### src/rtl/bn_param_feeder.sv
// rtl/bn_param_feeder.sv - per-channel scale/bias loader and pixel sequencer for Batch_Norm
module bn_param_feeder #(
    parameter int DATA_WIDTH = 32,
    parameter int MAX_CH     = 64,
    parameter int CH_W       = 7,
    parameter int PIX_W      = 16
) (
    input  logic                  clk,
    input  logic                  rst,
    input  logic                  Start,
    input  logic                  Reload,
    input  logic [CH_W-1:0]       Num_Ch,
    input  logic [PIX_W-1:0]      Pix_Per_Ch,
    input  logic                  Load_Valid,
    input  logic [DATA_WIDTH-1:0] Load_Data,
    output logic                  Load_Ready,
    input  logic                  Pix_Valid,
    input  logic [DATA_WIDTH-1:0] Pix_Data,
    output logic                  Pix_Ready,
    output logic [DATA_WIDTH-1:0] Data_A,
    output logic [DATA_WIDTH-1:0] Data_B,
    output logic [DATA_WIDTH-1:0] Data_In,
    output logic                  Valid_In,
    output logic [CH_W-1:0]       Ch_Idx,
    output logic                  Busy,
    output logic                  Done,
    output logic                  Err
);
    localparam int AW = (MAX_CH > 1) ? $clog2(MAX_CH) : 1;

    typedef enum logic [1:0] {S_IDLE, S_LOAD, S_STREAM, S_DONE} state_t;

    state_t state, state_nx;

    logic [CH_W-1:0]       num_ch_r;
    logic [CH_W-1:0]       stored_ch;
    logic [CH_W-1:0]       ch;
    logic [PIX_W-1:0]      ppc_r;
    logic [PIX_W-1:0]      pix;
    logic [CH_W:0]         word_cnt;
    logic                  coef_valid;
    logic [DATA_WIDTH-1:0] mem_a [MAX_CH];
    logic [DATA_WIDTH-1:0] mem_b [MAX_CH];

    logic start_seen, start_bad, start_go, start_err;
    logic load_xfer, load_last, pix_xfer, pix_wrap, pix_last;

    // Start validation and transfer qualifiers
    always_comb begin
        start_seen = Start && (state == S_IDLE);
        start_bad  = (Num_Ch == '0) || (Num_Ch > CH_W'(MAX_CH)) || (Pix_Per_Ch == '0) ||
                     (!Reload && (Num_Ch > stored_ch));
        start_go   = start_seen && !start_bad;
        start_err  = start_seen && start_bad;
        load_xfer  = (state == S_LOAD) && Load_Valid;
        load_last  = load_xfer && (word_cnt == ({num_ch_r, 1'b0} - (CH_W+1)'(1)));
        pix_xfer   = (state == S_STREAM) && Pix_Valid;
        pix_wrap   = (pix == ppc_r - PIX_W'(1));
        pix_last   = pix_xfer && pix_wrap && (ch == num_ch_r - CH_W'(1));
    end

    // State register
    always_ff @(posedge clk or posedge rst) begin
        if (rst) state <= S_IDLE;
        else     state <= state_nx;
    end

    // Next-state logic
    always_comb begin
        state_nx = state;
        case (state)
            S_IDLE:   if (start_go) state_nx = (Reload || !coef_valid) ? S_LOAD : S_STREAM;
            S_LOAD:   if (load_last) state_nx = S_STREAM;
            S_STREAM: if (pix_last) state_nx = S_DONE;
            S_DONE:   state_nx = S_IDLE;
            default:  state_nx = S_IDLE;
        endcase
    end

    // Run parameters, counters, coefficient-set bookkeeping and error pulse
    always_ff @(posedge clk or posedge rst) begin
        if (rst) begin
            num_ch_r   <= '0;
            ppc_r      <= '0;
            ch         <= '0;
            pix        <= '0;
            word_cnt   <= '0;
            coef_valid <= 1'b0;
            stored_ch  <= '0;
            Err        <= 1'b0;
        end else begin
            Err <= start_err;
            if (start_seen) begin
                num_ch_r <= Num_Ch;
                ppc_r    <= Pix_Per_Ch;
                ch       <= '0;
                pix      <= '0;
                word_cnt <= '0;
            end
            if (load_xfer) begin
                word_cnt <= word_cnt + (CH_W+1)'(1);
                if (load_last) begin
                    coef_valid <= 1'b1;
                    stored_ch  <= num_ch_r;
                end
            end
            if (pix_xfer) begin
                if (pix_wrap) begin
                    pix <= '0;
                    ch  <= ch + CH_W'(1);
                end else begin
                    pix <= pix + PIX_W'(1);
                end
            end
        end
    end

    // Coefficient storage: even words are scales, odd words are biases
    always_ff @(posedge clk) begin
        if (load_xfer) begin
            if (word_cnt[0]) mem_b[word_cnt[AW:1]] <= Load_Data;
            else             mem_a[word_cnt[AW:1]] <= Load_Data;
        end
    end

    // Operand presentation, one cycle after each accepted pixel; holds on gaps
    always_ff @(posedge clk or posedge rst) begin
        if (rst) begin
            Valid_In <= 1'b0;
            Data_In  <= '0;
            Data_A   <= '0;
            Data_B   <= '0;
            Ch_Idx   <= '0;
        end else begin
            Valid_In <= pix_xfer;
            if (pix_xfer) begin
                Data_In <= Pix_Data;
                Data_A  <= mem_a[ch[AW-1:0]];
                Data_B  <= mem_b[ch[AW-1:0]];
                Ch_Idx  <= ch;
            end
        end
    end

    assign Busy       = (state != S_IDLE);
    assign Done       = (state == S_DONE);
    assign Load_Ready = (state == S_LOAD);
    assign Pix_Ready  = (state == S_STREAM);

endmodule

### config.mk
export PLATFORM = sky130hd
export DESIGN_NAME = bn_param_feeder
export DESIGN_NICKNAME = d
export VERILOG_FILES = /design/src/rtl/bn_param_feeder.sv
export SDC_FILE = /design/constraint.sdc
export NUM_CORES = 2
export LEC_CHECK = 0
export BUFFER_PORTS_ARGS = -buffer_cell sky130_fd_sc_hd__buf_4
export CORE_MARGIN = 3
export CORE_UTILIZATION = 30
export DETAILED_ROUTE_END_ITERATION = 16
export HOLD_SLACK_MARGIN = 0.08
export PLACE_DENSITY_LB_ADDON = 0.2
export SLEW_MARGIN = 0
export SYNTH_ARGS = -nofsm -noshare
export SYNTH_HDL_FRONTEND = slang
export SYNTH_SLANG_ARGS = --single-unit
### constraint.sdc
create_clock -name clk -period 13.1 [get_ports clk]
set_input_delay 2.62 -clock clk [delete_from_list [all_inputs] [get_ports clk]]
set_output_delay 2.62 -clock clk [all_outputs]
set_load 0.1 [all_outputs]
Word level (Yosys, flattened, before mapping):

Memory sizes are Yosys's and may differ from the RTL's. A register that Yosys moved wholly into a read port is not among the register bits.
Cells that the tools add are included.

* add/subtract/negate cells: 6
* order comparisons: 2
* equal/unequal tests: 9
* mux-type cells: 19
* reduce and logical (&&, ||, !) cells: 24

Operators with widths (number)
* 16-bit 2-to-1 mux: 3
* 7-bit 2-to-1 mux: 3
* 16-bit by 1-bit adder with 16-bit output, second input constant: 1
* 16-bit == test: 1
* 16-bit logical NOT: 1
* 8-bit 2-to-1 mux: 2
* 16-bit by 1-bit subtractor with 16-bit output, second input constant: 1
* 1-bit logical AND: 9
* 8-bit by 1-bit adder with 8-bit output, second input constant: 1
* 8-bit == test: 1
* 2-bit 2-to-1 mux: 4
* 2-bit one-hot mux with 4 select lines: 1
* 8-bit by 1-bit subtractor with 8-bit output, second input constant: 1
* 7-bit by 1-bit adder with 7-bit output, second input constant: 1
* 7-bit == test: 1
* 7-bit greater-than comparator: 1
* 7-bit greater-than comparator, second input constant: 1
* 7-bit logical NOT: 1
* 7-bit by 1-bit subtractor with 7-bit output, second input constant: 1
* 1-bit 2-to-1 mux: 6
* 2-bit nonzero test: 3
* 2-bit == test, second input constant: 2
* 1-bit logical OR: 4
* 2-bit by 1-bit inequality test with 1-bit output, second input constant: 2
* 6 further kinds: 8

* register bits after elaboration: 105
* memory bits (writable): 4096
* bits of input ports: 93
* word-level logic and storage cells: 74
* memories: 2

Memory list
* mem_a: depth 64, width 32, rd ports 1, clocked after Yosys merged registers in 1, wr ports 1, line 42 `logic [DATA_WIDTH-1:0] mem_a [MAX_CH];`
* mem_b: depth 64, width 32, rd ports 1, clocked after Yosys merged registers in 1, wr ports 1, line 43 `logic [DATA_WIDTH-1:0] mem_b [MAX_CH];`

Longest topological paths before layout:

* depth in word-level cells: 8
* mapped depth: 11

Worst setup path before layout:

Ideal clock, no wire load.

* path type: input port to flip-flop
* start: in Load_Valid
* end: mem mem_b[31][0] (enable)
* arrival time: 5.658 ns
* data required time: 12.639 ns
* setup slack: 6.981 ns
* stages: 4
* buffers on the path: 1
* cells stage by stage: and3_1 > clkbuf_1 > nand4_1 > nor3_1

* longest elaborated chain between the ends: 3

RTL lines
* start: declaration: line 14 `input logic Load_Valid,`
* 1-bit logical AND: line 55 `load_xfer = (state == S_LOAD) && Load_Valid;`
* 1-bit 2-to-1 mux: line 120 `if (load_xfer) begin`
* 1-bit 2-to-1 mux (not written as such): line 121 `if (word_cnt[0]) mem_b[word_cnt[AW:1]] <= Load_Data;`
* end: declaration: line 43

Every way passes these cells.

==> implementation parameters <==
Parameter                              Value

STA
  Final setup skew    75.4 ps
  Number of endpoints failing setup at the final stage    0
  Transition time at the pin with the least slew margin    1190 ps
  RSZ-0062 raised after global routing    no
  Final Max Tran Viols    0
  Fin crit period    5300 ps
  Min setup slack post-route    between 7000 and 8000 ps
  Setup TNS after final layout    0 ps
  Max transition margin    20.4%
  Period utilisation layout    about 40%
  Max Clock Freq    0.189 GHz
  Final-report hold violation count    0

Clock tree
  CTS buffer count    442
  # H-tree levels    5
  Clock tree from TritonCTS    done
  Clk_lat worst skew    a little over 1000 ps
  Clock tree sinks    between 4000 and 5000
  Maximum clock insertion buffer count    4
  Number of buffers inserted to repair setup after CTS    0
  Resize count post-CTS    0
  Number of hold buffers added after cts    0
  Clk Tree Root Cell    sky130_fd_sc_hd__clkbuf_16
  Register clock-pin slew on the reported worst setup and hold paths    around 60 ps

Floorplan
  Starting Density    30.1%
  DIE HEIGHT    743 um
  DIE WIDTH    roughly 740 um
  Top-level I/O count    202
  Die area    roughly 550000 um2
  Count of standard-cell rows    270
  Placeable Area    about 540000 um2

Yosys
  Netlist area before placement    163000 um2
  Commonest cells post-synth    4096 x sky130_fd_sc_hd__edfxtp_1, 1327 x sky130_fd_sc_hd__mux4_2, 253 x sky130_fd_sc_hd__clkbuf_1, 169 x sky130_fd_sc_hd__dfrtp_1, 145 x sky130_fd_sc_hd__nor2_1
  Post-Synthesis Cells    6678
  #FFs+latches synth    4265
  Unique masters post-synth    52
  EDFF count, synth    between 4000 and 5000
  Share of the synthesized area in the top cell type    75.4%
  Cell with the most instances after synthesis    sky130_fd_sc_hd__edfxtp_1
  Synthesis Warnings    0
  Cell type with the highest aggregate area in the netlist    sky130_fd_sc_hd__edfxtp_1
  Synthesized netlist net count    ~6800
  Synth Area per Inst    ~24 um2
  Share of synthesized area occupied by flip-flops and latches    78.0%
  Dominant cells by area after synthesis    sky130_fd_sc_hd__edfxtp_1 75%, sky130_fd_sc_hd__mux4_2 18%, sky130_fd_sc_hd__dfrtp_1 2.6%
  FFs w/ async S/R, synth    around 4%
  Primary FF master, synth    sky130_fd_sc_hd__edfxtp_1

GRT
  Global-route wire length before repair    635 mm
  Pin count of the biggest net entering global routing    132
  Via count of the first global-routing pass    77700
  Overflow after GRT    0
  Total global routing track utilization    roughly 16%
  Initial antenna violation count    69

Power
  Switch Pwr    7690 uW
  Static Leakage    between 0.05 and 0.06 uW
  Proportion of power drawn by flip-flops and latches    50.5%
  Portion of total power attributed to combinational logic    8.9%
  Worst vdd ir    0.000144 V
  Switching part of the total power    25.1%
  Clock power frac    40.5%
  Power per standard cell area    ~160 nW/um2
  Internal power    about 23000 uW

Flow run
  Max_cap viols    0

Placed design
  DP Wirelength    roughly 250 mm
  Port Buffers    between 200 and 250
  Routability cong.    0.740
  Placement-stage worst setup slack    7030 ps

Finish
  # nets final    between 7000 and 8000
  Growth of design area from synthesis to finish    16.2%
  Share of post-route cells with drive strength above 1    between 30% and 40%

Setup path
  Endpoint type of the worst setup path    flip-flop
  Data arrival time of the critical path    6140 ps
  Worst EP required    approximately 14000 ps
  Maximum net fanout on the critical path    91
  Critical path class    flip-flop to flip-flop
  Kind of start point of the critical path    flip-flop

Detailed routing
  Via-to-Cell Ratio    5.04
  Via count    74500
  1st-pass router iterations    5
  Wire length after detailed routing    approximately 460 mm
  Antenna Nets Post-Route    0
  Count of routing violations after the opening detailed-route iteration    a little under 8000
  DRC    0
  Wire length per cell    30.9 um

Status
  Result of the run    complete, no violations

Min path
  Hold Crit Class    flip-flop to flip-flop
## worst paths after layout
path | start | to | slack (ps) | cells after the start
setup / recovery | ch[0] | Data_B[11] | 7800 | 7
max in group asynchronous | rst | ppc_r[5] | 9420 | 4
min in group asynchronous | rst | Data_In[8] | 1640 | 2
setup reg to reg | ch[0] | Data_B[11] | 7800 | 7
hold / removal | coef_valid | coef_valid | 480 | 1
hold reg to reg | coef_valid | coef_valid | 480 | 1
## logic make-up (layout without fill, tap and decap cells)
family | count (synthesis) | count (layout) | share of synthesized area, %
multiplexers | 1463 | 1463 | 19.2
adder cells (fa/ha/maj) | 17 | 17 | 0.130
buffers and inverters | 381 | 1269 | 0.880
other | 0 | 24 | 0
XOR/XNOR | 44 | 44 | 0.236
flip-flops | 4265 | 4265 | 78.0
AO/OA/AOI/OAI | 116 | 116 | 0.418
AND/OR/NAND/NOR | 392 | 392 | 1.09
## routing by layer
layer	wire (um)	track usage (%)	share of wire (%)	up-vias
met1	195000	22.6	43	41800
met5	94	0	0.021	-
met2	222000	26.8	49	2318
met3	30600	3.32	6.7	519
met4	8800	3.14	1.9	16
li1	-	-	-	29900
## final cells by class
type                       count  area [um2]
fill                       49700      352000
sequential                  4265      127000
multi-input combinational   2032       35400
clock buffer                 576       11900
tap                         7208        9020
timing repair buffer         432        3420
clock inverter               239        2320
inverter                      22        95.1
antenna                       24        60.1
## sequential cells by signal (all words and copies together), names as in the netlist, 8 cells and up
signal / flops
mem_a: 2048
mem_b: 2048
Data_A: 32
Data_B: 32
Data_In: 32
pix: 16
ppc_r: 16
word_cnt: 8
## power by group through the flow
stage | registers, uW | logic [uW] | clock network (uW)
4_1_cts | 15500 | 2780 | 12700
6_report | 15500 | 2740 | 12400
3_3_place_gp | 15700 | 2740 | 0
2_1_floorplan | 16700 | 681 | 0
3_5_place_dp | 15800 | 2780 | 0
5_1_grt | 15500 | 2880 | 13300
## placed cells by master, fill, tap and decap left out, drive strengths merged, types with 12 or more instances in the layout
| master | count |
|---|---|
| buf | 432 |
| mux4 | 1327 |
| nand2 | 129 |
| clkinv | 166 |
| a21oi | 19 |
| and3 | 13 |
| clkinvlp | 17 |
| nor3 | 14 |
| nand2b | 12 |
| clkbuf | 576 |
| nand3 | 21 |
| nor2 | 145 |
| o21ai | 62 |
| dfrtp | 169 |
| xor2 | 19 |
| mux2 | 111 |
| a31oi | 13 |
| diode | 24 |
| inv | 40 |
| mux2i | 25 |
| edfxtp | 4096 |
| bufinv | 38 |
| xnor2 | 25 |
| ha | 17 |
## critical path: stages (launching register included)
cell	delay (ps)
sky130_fd_sc_hd__dfrtp_4	820
sky130_fd_sc_hd__buf_12	530
sky130_fd_sc_hd__buf_12	540
sky130_fd_sc_hd__buf_4	840
sky130_fd_sc_hd__mux4_2	620
sky130_fd_sc_hd__mux4_2	560
sky130_fd_sc_hd__mux4_2	490
sky130_fd_sc_hd__mux2_2	270
## stage by stage
step           std cells  area, um2  hold slack (ps)  power [uW]  utilization (%)
6_report           14800     189000              476       30600             35.0
5_1_grt            14800     189000              512       31600             35.0
4_1_cts            14800     189000              478       31000             35.0
3_5_place_dp       14000     175000              463       18500             32.4
3_3_place_gp       14000     175000              461       18500             32.4
2_1_floorplan       6678     163000              435       17400                -
(Power assumes the default switching activity.)
